==> src/rtl/qed_pkg.sv <==
// ----------------------------------------------------------------------------
// qed_pkg
// Shared definitions for the QED commit tracker slice.
//   qed_trk_state_e : tracker FSM state (IDLE / TRACK / ERROR), 2 bits wide
//   QED_TRK_STATE_W : width of the encoded tracker state
//   QED_MAX_PORTS   : widest commit interface the popcount helper supports
//   qed_popcount    : population count of a QED_MAX_PORTS-bit vector
// ----------------------------------------------------------------------------
package qed_pkg;

   localparam int QED_TRK_STATE_W = 2;
   localparam int QED_MAX_PORTS   = 4;

   typedef enum logic [QED_TRK_STATE_W-1:0] {
      IDLE  = 2'd0,
      TRACK = 2'd1,
      ERROR = 2'd2
   } qed_trk_state_e;

   // Counts the set bits of a commit-port vector padded to the widest
   // supported interface; three bits are enough for up to four ports.
   function automatic logic [2:0] qed_popcount(input logic [QED_MAX_PORTS-1:0] bits);
      logic [2:0] cnt;
      cnt = '0;
      for (int i = 0; i < QED_MAX_PORTS; i++) begin
         cnt = cnt + {2'b00, bits[i]};
      end
      return cnt;
   endfunction

endpackage

==> src/rtl/qed_commit_popcount.sv <==
// ----------------------------------------------------------------------------
// qed_commit_popcount
// Masked population count across the commit ports: counts the ports where
// both 'valid' and 'qualify' are set.
//   valid   in  NR_COMMIT_PORTS  per-port retire qualifier (already exc-masked)
//   qualify in  NR_COMMIT_PORTS  per-port selector (dup or ~dup)
//   count   out INC_W            number of ports with valid & qualify
// ----------------------------------------------------------------------------
module qed_commit_popcount
   import qed_pkg::*;
#(
   parameter int NR_COMMIT_PORTS = 2,
   parameter int INC_W           = $clog2(NR_COMMIT_PORTS + 1)
) (
   input  logic [NR_COMMIT_PORTS-1:0] valid,
   input  logic [NR_COMMIT_PORTS-1:0] qualify,
   output logic [INC_W-1:0]           count
);

   logic [NR_COMMIT_PORTS-1:0] masked;
   logic [QED_MAX_PORTS-1:0]   padded;

   assign masked = valid & qualify;

   // Narrow interfaces are zero-padded up to the width the shared popcount
   // helper works on, so one function serves every port count.
   always_comb begin
      padded = '0;
      for (int i = 0; i < NR_COMMIT_PORTS; i++) begin
         padded[i] = masked[i];
      end
   end

   // The full count never exceeds NR_COMMIT_PORTS, so truncating to INC_W
   // bits loses nothing.
   assign count = INC_W'(qed_popcount(padded));

endmodule

==> src/rtl/qed_commit_tracker.sv <==
// ----------------------------------------------------------------------------
// qed_commit_tracker
// Counts committed original and duplicate instructions over several commit
// ports, flags counter saturation and duplicates running ahead of originals,
// and signals the SQED consistency-check point.
//   clk              in  1      clock
//   rst              in  1      synchronous active-high reset
//   qed_enable_i     in  1      tracking enabled
//   clear_i          in  1      synchronous clear of counters and errors
//   commit_valid_i   in  N      port p retires an instruction this cycle
//   commit_dup_i     in  N      retired instruction on port p is a duplicate
//   commit_exc_i     in  N      retired instruction raised an exception
//   num_orig_o       out CNT_W  committed original count
//   num_dup_o        out CNT_W  committed duplicate count
//   qed_ready_o      out 1      consistency-check point reached
//   err_dup_ahead_o  out 1      sticky: dup count exceeded orig count
//   err_overflow_o   out 1      sticky: a counter saturated
//   state_o          out 2      current FSM state (IDLE=0, TRACK=1, ERROR=2)
//   init_state_o     out 1      counters zero, state IDLE, no errors
// ----------------------------------------------------------------------------
module qed_commit_tracker
   import qed_pkg::*;
#(
   parameter int NR_COMMIT_PORTS = 2,
   parameter int CNT_W           = 16,
   parameter bit CHECK_ON_IDLE   = 1'b1
) (
   input  logic                       clk,
   input  logic                       rst,
   input  logic                       qed_enable_i,
   input  logic                       clear_i,
   input  logic [NR_COMMIT_PORTS-1:0] commit_valid_i,
   input  logic [NR_COMMIT_PORTS-1:0] commit_dup_i,
   input  logic [NR_COMMIT_PORTS-1:0] commit_exc_i,
   output logic [CNT_W-1:0]           num_orig_o,
   output logic [CNT_W-1:0]           num_dup_o,
   output logic                       qed_ready_o,
   output logic                       err_dup_ahead_o,
   output logic                       err_overflow_o,
   output logic [QED_TRK_STATE_W-1:0] state_o,
   output logic                       init_state_o
);

   localparam int INC_W = $clog2(NR_COMMIT_PORTS + 1);

   qed_trk_state_e             state;
   logic [CNT_W-1:0]           cnt_orig;
   logic [CNT_W-1:0]           cnt_dup;
   logic                       err_dup_ahead;
   logic                       err_overflow;

   logic [NR_COMMIT_PORTS-1:0] live;
   logic [INC_W-1:0]           inc_orig;
   logic [INC_W-1:0]           inc_dup;
   logic [CNT_W:0]             sum_orig;
   logic [CNT_W:0]             sum_dup;
   logic                       ovf_orig;
   logic                       ovf_dup;
   logic [CNT_W-1:0]           next_orig;
   logic [CNT_W-1:0]           next_dup;
   logic                       dup_ahead;
   logic                       idle_ok;

   // Excepting instructions never count, whichever stream they belong to.
   assign live = commit_valid_i & ~commit_exc_i;

   qed_commit_popcount #(
      .NR_COMMIT_PORTS (NR_COMMIT_PORTS),
      .INC_W           (INC_W)
   ) u_pop_orig (
      .valid   (live),
      .qualify (~commit_dup_i),
      .count   (inc_orig)
   );

   qed_commit_popcount #(
      .NR_COMMIT_PORTS (NR_COMMIT_PORTS),
      .INC_W           (INC_W)
   ) u_pop_dup (
      .valid   (live),
      .qualify (commit_dup_i),
      .count   (inc_dup)
   );

   // Sums carry one extra bit so a carry-out marks saturation; a saturated
   // counter sticks at all-ones instead of wrapping.
   assign sum_orig  = {1'b0, cnt_orig} + (CNT_W+1)'(inc_orig);
   assign sum_dup   = {1'b0, cnt_dup}  + (CNT_W+1)'(inc_dup);
   assign ovf_orig  = sum_orig[CNT_W];
   assign ovf_dup   = sum_dup[CNT_W];
   assign next_orig = ovf_orig ? {CNT_W{1'b1}} : sum_orig[CNT_W-1:0];
   assign next_dup  = ovf_dup  ? {CNT_W{1'b1}} : sum_dup[CNT_W-1:0];
   assign dup_ahead = next_dup > next_orig;

   // Tracker FSM. Reset and clear share one path since both return the
   // block to its pristine IDLE state; clear also beats enable and commits.
   // IDLE ignores commits even on the enabling cycle, TRACK accumulates and
   // traps into ERROR on saturation or dup-ahead, ERROR freezes everything
   // until cleared.
   always_ff @(posedge clk) begin
      if (rst || clear_i) begin
         state         <= IDLE;
         cnt_orig      <= '0;
         cnt_dup       <= '0;
         err_dup_ahead <= 1'b0;
         err_overflow  <= 1'b0;
      end else begin
         case (state)
            IDLE: begin
               cnt_orig <= '0;
               cnt_dup  <= '0;
               if (qed_enable_i) begin
                  state <= TRACK;
               end
            end
            TRACK: begin
               if (!qed_enable_i) begin
                  state    <= IDLE;
                  cnt_orig <= '0;
                  cnt_dup  <= '0;
               end else begin
                  cnt_orig <= next_orig;
                  cnt_dup  <= next_dup;
                  if (ovf_orig || ovf_dup) begin
                     err_overflow <= 1'b1;
                  end
                  if (dup_ahead) begin
                     err_dup_ahead <= 1'b1;
                  end
                  if (ovf_orig || ovf_dup || dup_ahead) begin
                     state <= ERROR;
                  end
               end
            end
            ERROR: begin
               state <= ERROR;
            end
            default: begin
               state <= IDLE;
            end
         endcase
      end
   end

   // With CHECK_ON_IDLE the check point waits for a commit-free cycle so the
   // harness compares architectural state that is not mid-update.
   assign idle_ok = CHECK_ON_IDLE ? ~|commit_valid_i : 1'b1;

   assign qed_ready_o     = (state == TRACK) && (cnt_orig == cnt_dup) &&
                            (cnt_orig != '0) && idle_ok;
   assign init_state_o    = (state == IDLE) && (cnt_orig == '0) && (cnt_dup == '0) &&
                            !err_dup_ahead && !err_overflow;
   assign num_orig_o      = cnt_orig;
   assign num_dup_o       = cnt_dup;
   assign err_dup_ahead_o = err_dup_ahead;
   assign err_overflow_o  = err_overflow;
   assign state_o         = state;

endmodule

==> config.mk <==
export PLATFORM = sky130hd
export DESIGN_NAME = qed_commit_tracker
export DESIGN_NICKNAME = d
export VERILOG_FILES = /design/src/rtl/qed_pkg.sv /design/src/rtl/qed_commit_popcount.sv /design/src/rtl/qed_commit_tracker.sv
export SDC_FILE = /design/constraint.sdc
export NUM_CORES = 1
export LEC_CHECK = 0
export ABC_AREA = 1
export ABC_CLOCK_PERIOD_IN_PS = 3800
export CAP_MARGIN = 20
export CORE_MARGIN = 5
export CORE_UTILIZATION = 45
export CTS_CLUSTER_DIAMETER = 150
export DETAILED_ROUTE_END_ITERATION = 10
export PLACE_DENSITY = 0.69
export SETUP_SLACK_MARGIN = 0.15
export SLEW_MARGIN = 20
export SYNTH_ARGS = -nofsm -noshare
export SYNTH_HDL_FRONTEND = slang
export SYNTH_SLANG_ARGS = --single-unit
==> constraint.sdc <==
create_clock -name clk -period 3.8 [get_ports clk]
set_input_delay 0.76 -clock clk [delete_from_list [all_inputs] [get_ports clk]]
set_output_delay 0.76 -clock clk [all_outputs]
set_load 0.005 [all_outputs]
==> impl_metrics.xml, run 1 <==
<?xml version="1.0" encoding="UTF-8"?>
<metrics>
  <group name="run_status">
    <metric name="run_status" unit="">complete, no violations</metric>
  </group>
  <group name="die">
    <metric name="die_height" unit="um">91.91</metric>
    <metric name="floorplan_core_area" unit="mm^2">0.006422</metric>
    <metric name="floorplan.initialDensity" unit="">0.4701</metric>
    <metric name="die_area" unit="mm^2">0.008447</metric>
    <metric name="core.rowCount" unit="">29</metric>
    <metric name="ios" unit="">48</metric>
    <metric name="floorplan.die.width" unit="um">91.91</metric>
  </group>
  <group name="cts">
    <metric name="cts_inserted_buffers" unit="">5</metric>
    <metric name="cts_tree" unit="">yes</metric>
    <metric name="cts.sink_count" unit="">36</metric>
    <metric name="cts.reportedPaths.clkPinSlew" unit="ns">0.08</metric>
    <metric name="clk_path_buf_depth" unit="">2</metric>
    <metric name="htree_num_levels" unit="">2</metric>
    <metric name="cts-root-buf" unit="">clkbuf_8</metric>
    <metric name="cts_hold_buffers" unit="">0</metric>
    <metric name="worstSkewPairLatency" unit="ns">0.30</metric>
  </group>
  <group name="layout">
    <metric name="drive_gt1_frac" unit="">0.2043</metric>
    <metric name="design_area" unit="mm^2">0.004119</metric>
    <metric name="num-fill-cells" unit="">604</metric>
    <metric name="fin_nets" unit="">587</metric>
    <metric name="area_growth" unit="%">36.43</metric>
    <metric name="antenna-diode-count" unit="">0</metric>
    <metric name="final_util" unit="">0.6413</metric>
  </group>
  <group name="routing">
    <metric name="drt-wirelength-per-cell" unit="um">15.90</metric>
    <metric name="route.detailed.drc" unit="">0</metric>
    <metric name="dr.first_iter.drc_count" unit="">245</metric>
    <metric name="ant_nets" unit="">0</metric>
    <metric name="first_pass_drt_iterations" unit="">5</metric>
    <metric name="route.vias.total" unit="">3404</metric>
    <metric name="totalWireLength" unit="um">10090</metric>
    <metric name="routed_via_density" unit="">5.361</metric>
  </group>
  <group name="yosys">
    <metric name="seq_total_area_yosys" unit="">0.2387</metric>
    <metric name="synth_top_family_by_area" unit="">simple AND/OR/NAND/NOR gates</metric>
    <metric name="yosys-top-cells-area" unit="">dfxtp_1 (24%), nand2_1 (17%), ha_1 (7.5%)</metric>
    <metric name="synth_area" unit="mm^2">0.003019</metric>
    <metric name="synth_mux_area_frac" unit="">0</metric>
    <metric name="yosys_most_used_dff" unit="">dfxtp_1</metric>
    <metric name="synth_cell_type_count" unit="">36</metric>
    <metric name="synth_area_per_cell" unit="um^2">6.410</metric>
    <metric name="count_leader_synth" unit="">nand2_1</metric>
    <metric name="syn-num-nets" unit="">501</metric>
    <metric name="post-synth-top-area-fraction" unit="">0.2387</metric>
    <metric name="postSynthRegisterBits" unit="">36</metric>
    <metric name="post-synth-top-area-cell" unit="">dfxtp_1</metric>
    <metric name="synthesized_instance_count" unit="">471</metric>
    <metric name="post_synth_fa_ha_maj_area_fraction" unit="">0.08786</metric>
    <metric name="synth.cells.most_frequent" unit="">nand2_1 (133), inv_1 (58), a21oi_1 (36), dfxtp_1 (36), nor2_1 (32)</metric>
    <metric name="synth_xor_area_frac" unit="">0.05222</metric>
    <metric name="fraction_of_the_mapped_netlist_area_in_compound_gates" unit="">0.1148</metric>
    <metric name="post_synth_and_or_nand_nor_area_fraction" unit="">0.3983</metric>
    <metric name="synthesis.yosys.warnings" unit="">0</metric>
    <metric name="synth_enable_flop_cells" unit="">0</metric>
    <metric name="synthArstFlopShare" unit="">0</metric>
  </group>
  <group name="grt">
    <metric name="grt_max_degree" unit="">37</metric>
    <metric name="globalRoute.totalOverflow" unit="">0</metric>
    <metric name="first_pass_grt_wire_length" unit="um">16440</metric>
    <metric name="grt_antenna_before_repair" unit="">0</metric>
    <metric name="first_global_vias" unit="">3322</metric>
    <metric name="gr-usage-all-layers" unit="">0.2420</metric>
  </group>
  <group name="sta">
    <metric name="grt_setup_unrepaired" unit="">no</metric>
    <metric name="fin_worst_hold_slack" unit="ns">0.5082</metric>
    <metric name="final_min_period_over_clock_period" unit="">0.8832</metric>
    <metric name="report.final.hold_viol_count" unit="">0</metric>
    <metric name="period_minus_ws_final" unit="ns">3.356</metric>
    <metric name="worst_pin_slew" unit="ns">0.8191</metric>
    <metric name="finalMaxSlewViolations" unit="">0</metric>
    <metric name="finalSetupTns" unit="ns">0</metric>
    <metric name="worst_relative_slew_slack" unit="">0.4539</metric>
    <metric name="fin_worst_skew" unit="ns">0.006957</metric>
    <metric name="layout_setup_ws" unit="ns">0.4439</metric>
    <metric name="report.final.setup_viol" unit="">0</metric>
    <metric name="fmax" unit="MHz">298.0</metric>
  </group>
  <group name="place">
    <metric name="io_buffers" unit="">47</metric>
    <metric name="dp_slack" unit="ns">-0.2204</metric>
    <metric name="gpl.final_weighted_congestion" unit="">0.9426</metric>
    <metric name="placed_cell_area" unit="mm^2">0.003865</metric>
    <metric name="place_hpwl" unit="um">7687</metric>
  </group>
  <group name="setup_path">
    <metric name="critical_path_class" unit="">in -&gt; reg</metric>
    <metric name="cp_data_arrival_time" unit="ns">3.51</metric>
    <metric name="crit_path_start_kind" unit="">input pin</metric>
    <metric name="critical_path.max_fanout" unit="">5</metric>
    <metric name="critical_path.endpoint_type" unit="">register</metric>
    <metric name="crit_required" unit="ns">3.96</metric>
  </group>
  <group name="worst_hold_path">
    <metric name="hold_class" unit="">reg -&gt; reg</metric>
  </group>
  <group name="power_and_ir_drop">
    <metric name="power.ir.vdd_worst" unit="V">0.0001848</metric>
    <metric name="power_leakage" unit="uW">0.001787</metric>
    <metric name="power_density" unit="mW/mm^2">178.6</metric>
  </group>
  <group name="flow_run">
    <metric name="drv_cap" unit="">0</metric>
  </group>
</metrics>
sequential cells by signal, summed over array words and instances, names as in the netlist:
register	cells
num_dup_o	16
err_dup_ahead_o	1
num_orig_o	16
state_o	2
err_overflow_o	1
worst max-delay path, cell delays in order:
cell            delay, ns
dlymetal6s2s_1       0.14
inv_2                0.10
nor3_4               0.06
fa_2                 0.39
ha_4                 0.18
nand2_2              0.08
nor2_2               0.05
nand4_1              0.17
nor2_4               0.08
buf_6                0.12
buf_4                0.12
or2_2                0.30
ha_1                 0.28
inv_1                0.03
nor2_1               0.21
nand4_1              0.15
nand2_1              0.09
nand2_1              0.07
nand3_1              0.08
nor2_1               0.04
through the flow:
step                total power (uW)  instances
detailed placement             438.6        624
finish                         735.5        635
CTS                            735.2        632
floorplan                      414.8        471
global placement               438.4        624
global route                   765.9        635
layout by cell type (no fill, tap or decap), drive strengths merged:
| cell type | netlist | routed |
|---|---|---|
| a21oi | 42 | 42 |
| buf | 11 | 52 |
| nor3b | 2 | 2 |
| nand3 | 35 | 35 |
| dlymetal6s2s | 0 | 6 |
| inv | 59 | 59 |
| fa | 2 | 2 |
| clkdlybuf4s50 | 0 | 41 |
| a21o | 1 | 1 |
| nor4 | 7 | 7 |
| dfxtp | 36 | 36 |
| nand2 | 138 | 138 |
| or2 | 9 | 9 |
| clkinv | 1 | 1 |
| o22ai | 6 | 6 |
| ha | 18 | 18 |
| a211oi | 1 | 1 |
| nand3b | 1 | 1 |
| xnor2 | 5 | 5 |
| a221oi | 3 | 3 |
| xor2 | 13 | 13 |
| nand4 | 15 | 15 |
| clkbuf | 9 | 8 |
| nor3 | 15 | 15 |
| o21ai | 7 | 7 |
| nor2 | 35 | 35 |
kinds of logic (layout without fill, tap and decap cells):
logic type,after synthesis,after routing
xor gates and xnor gates,18,18
buffers and inverters,80,167
AOI/OAI and AO/OA,60,60
DFF,36,36
adders and majority gates,20,20
and+or+nand+nor,257,257
layer usage:
metal	up-vias	global-route usage	part of all wire
li1	1710	-	-
met1	1550	0.3217	0.46
met2	121	0.4002	0.47
met3	23	0.03764	0.046
met4	0	0.08045	0.025
met5	-	0	0
worst paths after layout:
kind | start | end | slack, ns | depth (start not counted)
hold reg to reg | err_dup_ahead_o | err_dup_ahead_o | 0.51 | 2
setup reg to reg | num_orig_o[0] | state_o[1] | 0.78 | 17
hold / removal | err_dup_ahead_o | err_dup_ahead_o | 0.51 | 2
setup / recovery | commit_valid_i[1] | state_o[1] | 0.44 | 20
report_power, final:
part           switching, uW  internal [uW]  total (uW)
clock network            151            148         300
logic                   33.1           24.1        57.2
registers               1.09            378         379
total                    185            550         735
layout make-up:
cell class	instances	area, um^2	area share
clock buffers	8	90.09	0.02187
inverters	60	225.2	0.05468
multi-input cells	355	2091	0.5076
flip-flops and latches	36	720.7	0.1750
well taps	77	96.34	0.02339
repair buffers	99	895.9	0.2175
timing repair:
action                                 CTS  global route
buffers inserted                         0             3
pin swaps                                1            13
setup endpoints to repair                2             3
gates resized for setup                  5            32
endpoints found under the hold margin    0             0
Note: power is estimated with default switching activity, not from simulation.
==> run 2, diff against run 1 <==
--- a/config.mk
+++ b/config.mk
@@ -6,15 +6,16 @@
 export NUM_CORES = 1
 export LEC_CHECK = 0
 export ABC_AREA = 1
-export ABC_CLOCK_PERIOD_IN_PS = 3800
+export ABC_CLOCK_PERIOD_IN_PS = 3400
 export CAP_MARGIN = 20
 export CORE_MARGIN = 5
-export CORE_UTILIZATION = 45
+export CORE_UTILIZATION = 53
 export CTS_CLUSTER_DIAMETER = 150
 export DETAILED_ROUTE_END_ITERATION = 10
-export PLACE_DENSITY = 0.69
+export PLACE_DENSITY = 0.79
 export SETUP_SLACK_MARGIN = 0.15
 export SLEW_MARGIN = 20
 export SYNTH_ARGS = -nofsm -noshare
 export SYNTH_HDL_FRONTEND = slang
+export SYNTH_HIERARCHICAL = 1
 export SYNTH_SLANG_ARGS = --single-unit
==> constraint.sdc (replaced) <==
create_clock -name clk -period 3.4 [get_ports clk]
set_input_delay 0.68 -clock clk [delete_from_list [all_inputs] [get_ports clk]]
set_output_delay 0.68 -clock clk [all_outputs]
set_load 0.005 [all_outputs]
==> impl_metrics.xml, run 2 <==
<?xml version="1.0" encoding="UTF-8"?>
<metrics>
  <group name="run_status">
    <metric name="run_status" unit="">finished, violations left</metric>
    <metric name="violations_in_the_final_reports" unit="">negative setup slack</metric>
  </group>
  <group name="yosys">
    <metric name="synth_area" unit="mm^2">0.003174</metric>
    <metric name="synth_enable_flop_cells" unit="">0</metric>
    <metric name="post_synth_fa_ha_maj_area_fraction" unit="">0.09933</metric>
    <metric name="synth_area_per_cell" unit="um^2">6.336</metric>
    <metric name="fraction_of_the_mapped_netlist_area_in_compound_gates" unit="">0.1277</metric>
    <metric name="synth_cell_type_count" unit="">40</metric>
    <metric name="synth_mux_area_frac" unit="">0</metric>
    <metric name="post_synth_and_or_nand_nor_area_fraction" unit="">0.4020</metric>
    <metric name="syn-num-nets" unit="">535</metric>
    <metric name="postSynthRegisterBits" unit="">36</metric>
    <metric name="yosys-top-cells-area" unit="">dfxtp_1 (23%), nand2_1 (17%), ha_1 (8.7%)</metric>
    <metric name="synthesized_instance_count" unit="">501</metric>
    <metric name="synthArstFlopShare" unit="">0</metric>
    <metric name="synth_top_family_by_area" unit="">simple AND/OR/NAND/NOR gates</metric>
    <metric name="post-synth-top-area-fraction" unit="">0.2270</metric>
    <metric name="post-synth-top-area-cell" unit="">dfxtp_1</metric>
    <metric name="synthesis.yosys.warnings" unit="">6</metric>
    <metric name="synth.cells.most_frequent" unit="">nand2_1 (145), inv_1 (70), nor2_1 (39)</metric>
    <metric name="synth_xor_area_frac" unit="">0.02483</metric>
    <metric name="yosys_most_used_dff" unit="">dfxtp_1</metric>
    <metric name="seq_total_area_yosys" unit="">0.2270</metric>
    <metric name="count_leader_synth" unit="">nand2_1</metric>
  </group>
  <group name="routing">
    <metric name="route.vias.total" unit="">3985</metric>
    <metric name="detailroute.wirelength.met3" unit="um">878</metric>
    <metric name="route.detailed.drc" unit="">0</metric>
    <metric name="wirelength_met1" unit="um">4348</metric>
    <metric name="drt-wirelength-per-cell" unit="um">16.68</metric>
    <metric name="first_pass_drt_iterations" unit="">5</metric>
    <metric name="route.met2.wl" unit="um">5723</metric>
    <metric name="dr.first_iter.drc_count" unit="">367</metric>
    <metric name="ant_nets" unit="">0</metric>
    <metric name="routed_via_density" unit="">5.767</metric>
    <metric name="totalWireLength" unit="um">11530</metric>
    <metric name="dr.max_layer_used" unit="">met4</metric>
  </group>
  <group name="setup_path">
    <metric name="critPathTopFamily" unit="">simple AND/OR/NAND/NOR gates</metric>
    <metric name="crit_path_start_kind" unit="">input pin</metric>
    <metric name="cp_data_arrival_time" unit="ns">3.78</metric>
    <metric name="worstSetupPathDepth" unit="">25</metric>
    <metric name="worst_setup_path_endpoint" unit="">state_o[0]</metric>
    <metric name="critical_path.endpoint_type" unit="">register</metric>
    <metric name="critPathSlowestCell" unit="">fa_2</metric>
    <metric name="crit_required" unit="ns">3.55</metric>
    <metric name="critical_path.startpoint" unit="">commit_valid_i[0]</metric>
    <metric name="rr_worst_depth" unit="">19</metric>
    <metric name="worst-r2r-setup-slack" unit="ns">0.22</metric>
    <metric name="cpMostUsedCell" unit="">nand2_1</metric>
    <metric name="critical_path.max_fanout" unit="">3</metric>
    <metric name="timing.critical_path.slowest_cell_delay" unit="ns">0.36</metric>
    <metric name="critical_path_buf_inv_count" unit="">7</metric>
    <metric name="r2r-end" unit="">state_o[1]</metric>
    <metric name="reg2reg_from" unit="">num_dup_o[0]</metric>
    <metric name="critical_path_class" unit="">in -&gt; reg</metric>
  </group>
  <group name="sta">
    <metric name="period_minus_ws_final" unit="ns">3.623</metric>
    <metric name="fin_worst_skew" unit="ns">0.008589</metric>
    <metric name="final_min_period_over_clock_period" unit="">1.066</metric>
    <metric name="fmax" unit="MHz">276.0</metric>
    <metric name="report.final.hold_viol_count" unit="">0</metric>
    <metric name="worst_pin_slew" unit="ns">0.7453</metric>
    <metric name="report.final.setup_viol" unit="">3</metric>
    <metric name="grt_setup_unrepaired" unit="">yes</metric>
    <metric name="layout_setup_ws" unit="ns">-0.2231</metric>
    <metric name="worst_relative_slew_slack" unit="">0.5031</metric>
    <metric name="finalMaxSlewViolations" unit="">0</metric>
  </group>
  <group name="place">
    <metric name="place_hpwl" unit="um">7544</metric>
    <metric name="io_buffers" unit="">47</metric>
    <metric name="gpl.final_weighted_congestion" unit="">0.9226</metric>
    <metric name="placed_cells" unit="">658</metric>
  </group>
  <group name="grt">
    <metric name="globalRoute.totalOverflow" unit="">0</metric>
    <metric name="gr-usage-all-layers" unit="">0.2911</metric>
    <metric name="grt_antenna_before_repair" unit="">0</metric>
    <metric name="first_pass_grt_wire_length" unit="um">17660</metric>
    <metric name="grt_max_degree" unit="">37</metric>
    <metric name="first_global_vias" unit="">3704</metric>
  </group>
  <group name="cts">
    <metric name="cts.reportedPaths.clkPinSlew" unit="ns">0.08</metric>
    <metric name="clk_path_buf_depth" unit="">2</metric>
    <metric name="worstSkewPairLatency" unit="ns">0.30</metric>
    <metric name="cts.sink_count" unit="">36</metric>
    <metric name="cts_tree" unit="">yes</metric>
    <metric name="cts_inserted_buffers" unit="">5</metric>
    <metric name="htree_num_levels" unit="">2</metric>
    <metric name="cts-root-buf" unit="">clkbuf_8</metric>
  </group>
  <group name="die">
    <metric name="core.rowCount" unit="">28</metric>
    <metric name="die_height" unit="um">87.39</metric>
    <metric name="ios" unit="">48</metric>
    <metric name="die_area" unit="mm^2">0.007637</metric>
    <metric name="floorplan_core_area" unit="mm^2">0.005886</metric>
    <metric name="floorplan.die.width" unit="um">87.39</metric>
    <metric name="floorplan.initialDensity" unit="">0.5393</metric>
  </group>
  <group name="power_and_ir_drop">
    <metric name="power_density" unit="mW/mm^2">177.6</metric>
    <metric name="post-layout-total-power" unit="uW">833.0</metric>
    <metric name="power_leakage" unit="uW">0.002187</metric>
    <metric name="power.ir.vdd_worst" unit="V">0.0001669</metric>
  </group>
  <group name="layout">
    <metric name="antenna-diode-count" unit="">0</metric>
    <metric name="drive_gt1_frac" unit="">0.3068</metric>
    <metric name="fin_nets" unit="">650</metric>
    <metric name="layout_common_cells" unit="">nand2_1 (135), buf_4 (69), inv_1 (57), clkdlybuf4s50_1 (41), a21oi_1 (37)</metric>
    <metric name="mostFrequentLayoutCell" unit="">nand2_1</metric>
    <metric name="num-fill-cells" unit="">400</metric>
    <metric name="stdcell_count" unit="">691</metric>
    <metric name="area_growth" unit="%">47.77</metric>
  </group>
  <group name="flow_run">
    <metric name="drv_cap" unit="">0</metric>
  </group>
  <group name="worst_hold_path">
    <metric name="hold_class" unit="">reg -&gt; reg</metric>
  </group>
</metrics>
[run 2: per-stage QoR]
step           hold slack (ns)  instance area [um^2]  utilization  worst slack [ns]  setup TNS [ns]
6_report                0.5024                  4691       0.7970           -0.2231         -0.6272
3_3_place_gp            0.4735                  4089       0.6947           -0.9463          -5.174
2_1_floorplan           0.4665                  3223            -          -0.07956         -0.1260
3_5_place_dp            0.4910                  4089       0.6947            -1.005          -6.820
5_1_grt                 0.5423                  4691       0.7970           -0.4774          -1.311
4_1_cts                 0.5058                  4509       0.7662           -0.1532         -0.4170
[run 2: where the power goes]
| part | switching (uW) | internal, uW | total (uW) | leakage [uW] |
|---|---|---|---|---|
| combinational | 40.1 | 29.8 | 69.9 | 0.00185 |
| clock | 160 | 181 | 340 | 0.0000503 |
| sequential | 0.712 | 422 | 423 | 0.000290 |
[run 2: kinds of logic (layout without fill, tap and decap cells)]
family                     Yosys count  after routing
AOI/OAI and AO/OA                   70             70
xor gates and xnor gates             9              9
adders and majority gates           24             24
buffers and inverters               95            210
DFF                                 36             36
and+or+nand+nor                    267            267
[run 2: worst reg2reg max path, cell delays in order, from the launching register on]
cell	delay (ns)
dfxtp_1	0.48
ha_2	0.25
inv_2	0.04
fa_2	0.36
inv_2	0.08
nand2_2	0.07
nor3_4	0.26
nand3_2	0.18
nor2_4	0.18
inv_4	0.07
nand3_2	0.09
ha_1	0.27
a21oi_1	0.17
o21ai_0	0.10
a21oi_1	0.15
nand2_2	0.07
nand2_1	0.06
nand2_1	0.06
nand3_1	0.06
nor2_1	0.04
[run 2: worst min-delay path by stage]
| stage | from | endpoint | slack [ns] | depth (start not counted) |
|---|---|---|---|---|
| global placement | err_dup_ahead_o | err_dup_ahead_o | 0.47 | 2 |
| CTS | err_dup_ahead_o | err_dup_ahead_o | 0.51 | 2 |
| global route | num_orig_o[0] | num_orig_o[0] | 0.54 | 2 |
| floorplan | err_dup_ahead_o | err_dup_ahead_o | 0.47 | 2 |
| detailed placement | err_dup_ahead_o | err_dup_ahead_o | 0.49 | 2 |
| finish | err_dup_ahead_o | err_dup_ahead_o | 0.50 | 2 |
[run 2: final cells by class]
| class | count | area (um^2) | share of cell area |
|---|---|---|---|
| Clock buffer | 7 | 96.34 | 0.02054 |
| Inverter | 80 | 327.8 | 0.06989 |
| Multi-Input combinational cell | 370 | 2399 | 0.5113 |
| Sequential cell | 36 | 720.7 | 0.1536 |
| Tap cell | 75 | 93.84 | 0.02001 |
| Timing Repair Buffer | 123 | 1054 | 0.2246 |
[run 2: repair_timing]
action | 4_1_cts | 5_1_grt
buffers inserted | 21 | 5
hold buffers | 0 | 0
pin swaps | 29 | 16
resized for setup | 60 | 36
setup endpoints to repair | 20 | 3
[run 2: layer usage]
layer,vias up,track usage
li1,1852,-
met1,1829,0.3404
met2,232,0.5089
met3,72,0.05203
met4,0,0.1381
met5,-,0
==> run 3, diff against run 2 <==
--- a/config.mk
+++ b/config.mk
@@ -9,13 +9,14 @@
 export ABC_CLOCK_PERIOD_IN_PS = 3400
 export CAP_MARGIN = 20
 export CORE_MARGIN = 5
-export CORE_UTILIZATION = 53
+export CORE_UTILIZATION = 50
 export CTS_CLUSTER_DIAMETER = 150
 export DETAILED_ROUTE_END_ITERATION = 10
-export PLACE_DENSITY = 0.79
+export PLACE_DENSITY = 0.75
 export SETUP_SLACK_MARGIN = 0.15
 export SLEW_MARGIN = 20
 export SYNTH_ARGS = -nofsm -noshare
 export SYNTH_HDL_FRONTEND = slang
 export SYNTH_HIERARCHICAL = 1
 export SYNTH_SLANG_ARGS = --single-unit
+export TNS_END_PERCENT = 50
==> impl_metrics.xml, run 3 (synthesized netlist as in run 2, its figures left out) <==
<?xml version="1.0" encoding="UTF-8"?>
<metrics>
  <group name="cts">
    <metric name="clk_path_buf_depth" unit="">2</metric>
    <metric name="cts_inserted_buffers" unit="">5</metric>
    <metric name="cts.sink_count" unit="">36</metric>
    <metric name="cts.reportedPaths.clkPinSlew" unit="ns">0.07</metric>
    <metric name="cts-root-buf" unit="">clkbuf_8</metric>
    <metric name="cts_hold_buffers" unit="">0</metric>
    <metric name="htree_num_levels" unit="">2</metric>
    <metric name="cts_tree" unit="">yes</metric>
    <metric name="worstSkewPairLatency" unit="ns">0.29</metric>
  </group>
  <group name="sta">
    <metric name="report.final.setup_viol" unit="">3</metric>
    <metric name="fin_worst_skew" unit="ns">0.003653</metric>
    <metric name="period_minus_ws_final" unit="ns">3.612</metric>
    <metric name="fmax" unit="MHz">276.9</metric>
    <metric name="worst_relative_slew_slack" unit="">0.5010</metric>
    <metric name="final_min_period_over_clock_period" unit="">1.062</metric>
    <metric name="finalMaxSlewViolations" unit="">0</metric>
    <metric name="grt_setup_unrepaired" unit="">yes</metric>
    <metric name="report.final.hold_viol_count" unit="">0</metric>
    <metric name="fin_worst_hold_slack" unit="ns">0.4978</metric>
    <metric name="layout_setup_ws" unit="ns">-0.2115</metric>
    <metric name="worst_pin_slew" unit="ns">0.7485</metric>
  </group>
  <group name="setup_path">
    <metric name="cp_data_arrival_time" unit="ns">3.77</metric>
    <metric name="critical_path.max_fanout" unit="">8</metric>
    <metric name="timing.critical_path.slowest_cell_delay" unit="ns">0.37</metric>
    <metric name="crit_required" unit="ns">3.56</metric>
    <metric name="critPathTopFamily" unit="">simple AND/OR/NAND/NOR gates</metric>
    <metric name="critical_path_class" unit="">in -&gt; reg</metric>
    <metric name="critical_path.endpoint_type" unit="">register</metric>
    <metric name="crit_path_start_kind" unit="">input pin</metric>
    <metric name="critPathSlowestCell" unit="">fa_2</metric>
    <metric name="critical_path_buf_inv_count" unit="">8</metric>
  </group>
  <group name="worst_hold_path">
    <metric name="hold_class" unit="">reg -&gt; reg</metric>
  </group>
  <group name="layout">
    <metric name="ff_latch_area" unit="um^2">720.7</metric>
    <metric name="drive_gt1_frac" unit="">0.3049</metric>
    <metric name="antenna-diode-count" unit="">0</metric>
    <metric name="design_area" unit="mm^2">0.004647</metric>
    <metric name="layout_common_cells" unit="">nand2_1 (133), buf_4 (63), inv_1 (58), clkdlybuf4s50_1 (41), dfxtp_1 (36)</metric>
    <metric name="num-fill-cells" unit="">487</metric>
    <metric name="multiInputGateArea" unit="mm^2">0.002417</metric>
    <metric name="area_growth" unit="%">46.39</metric>
    <metric name="mostFrequentLayoutCell" unit="">nand2_1</metric>
    <metric name="fin_nets" unit="">643</metric>
  </group>
  <group name="die">
    <metric name="die_area" unit="mm^2">0.008043</metric>
    <metric name="floorplan.initialDensity" unit="">0.5057</metric>
    <metric name="floorplan.die.width" unit="um">89.68</metric>
    <metric name="die_height" unit="um">89.68</metric>
    <metric name="ios" unit="">48</metric>
    <metric name="core.rowCount" unit="">29</metric>
    <metric name="floorplan_core_area" unit="mm^2">0.006277</metric>
  </group>
  <group name="grt">
    <metric name="first_pass_grt_wire_length" unit="um">17020</metric>
    <metric name="globalRoute.totalOverflow" unit="">0</metric>
    <metric name="grt_antenna_before_repair" unit="">0</metric>
    <metric name="first_global_vias" unit="">3662</metric>
    <metric name="gr-usage-all-layers" unit="">0.2696</metric>
    <metric name="grt_max_degree" unit="">37</metric>
  </group>
  <group name="power_and_ir_drop">
    <metric name="power.ir.vdd_worst" unit="V">0.0001402</metric>
    <metric name="power_leakage" unit="uW">0.002138</metric>
    <metric name="power_density" unit="mW/mm^2">177.6</metric>
    <metric name="post-layout-total-power" unit="uW">825.1</metric>
  </group>
  <group name="routing">
    <metric name="ant_nets" unit="">0</metric>
    <metric name="routed_via_density" unit="">5.539</metric>
    <metric name="route.detailed.drc" unit="">0</metric>
    <metric name="totalWireLength" unit="um">10510</metric>
    <metric name="route.vias.total" unit="">3805</metric>
    <metric name="first_pass_drt_iterations" unit="">5</metric>
    <metric name="dr.first_iter.drc_count" unit="">190</metric>
    <metric name="drt-wirelength-per-cell" unit="um">15.29</metric>
  </group>
  <group name="place">
    <metric name="place_hpwl" unit="um">7566</metric>
    <metric name="placed_cell_area" unit="mm^2">0.004106</metric>
    <metric name="io_buffers" unit="">47</metric>
    <metric name="dp_slack" unit="ns">-1.043</metric>
    <metric name="gpl.final_weighted_congestion" unit="">0.9184</metric>
  </group>
  <group name="run_status">
    <metric name="violations_in_the_final_reports" unit="">negative setup slack</metric>
    <metric name="run_status" unit="">finished, violations left</metric>
  </group>
  <group name="flow_run">
    <metric name="drv_cap" unit="">0</metric>
  </group>
</metrics>
==> run 3: cell types whose count changed in the layout (fill, tap and decap cells not counted), sizes merged <==
cell / change
clkinv: -1
buf: -6
inv: +1
==> run 3: metrics by stage <==
step | instances | utilization | TNS [ns]
floorplan | 501 | - | -0.1089
global placement | 662 | 0.6542 | -5.516
detailed placement | 662 | 0.6542 | -7.450
CTS | 680 | 0.7122 | -0.1660
global route | 687 | 0.7403 | -0.9448
finish | 687 | 0.7403 | -0.5425
==> run 3: layer usage <==
layer,GRT usage,wire length [um],vias up
li1,-,-,1841
met1,0.3158,4320,1781
met2,0.4880,5374,149
met3,0.04288,525,34
met4,0.1042,284,0
met5,0,0,-
==> run 3: timing repair <==
item | CTS | global route
endpoints found under the setup margin | 25 | 4
buffers inserted | 10 | 7
pin swaps | 28 | 30
gates resized for setup | 66 | 37
==> run 3: final timing paths <==
check | from | endpoint | slack, ns | cells past startpoint
min | err_dup_ahead_o | err_dup_ahead_o | 0.50 | 2
max | commit_valid_i[1] | state_o[1] | -0.21 | 25
max reg2reg | num_orig_o[0] | state_o[1] | 0.27 | 19
min reg2reg | err_dup_ahead_o | err_dup_ahead_o | 0.50 | 2
==> run 3: area by class of cell <==
cell class	count	area share
Clock buffer	8	0.01939
Tap cell	77	0.02073
Inverter	80	0.07001
Timing Repair Buffer	116	0.2146
Sequential cell	36	0.1551
Multi-Input combinational cell	370	0.5202
==> run 3: worst min-delay path, cell delays in order, from the launching register on <==
cell and delay [ns]:
dfxtp_1 0.32, inv_1 0.07, a21oi_1 0.06
==> run 3: power breakdown <==
part,total (uW),switching [uW],internal (uW)
logic,73.5,41.0,32.5
registers,423,0.681,422
clock network,329,163,166
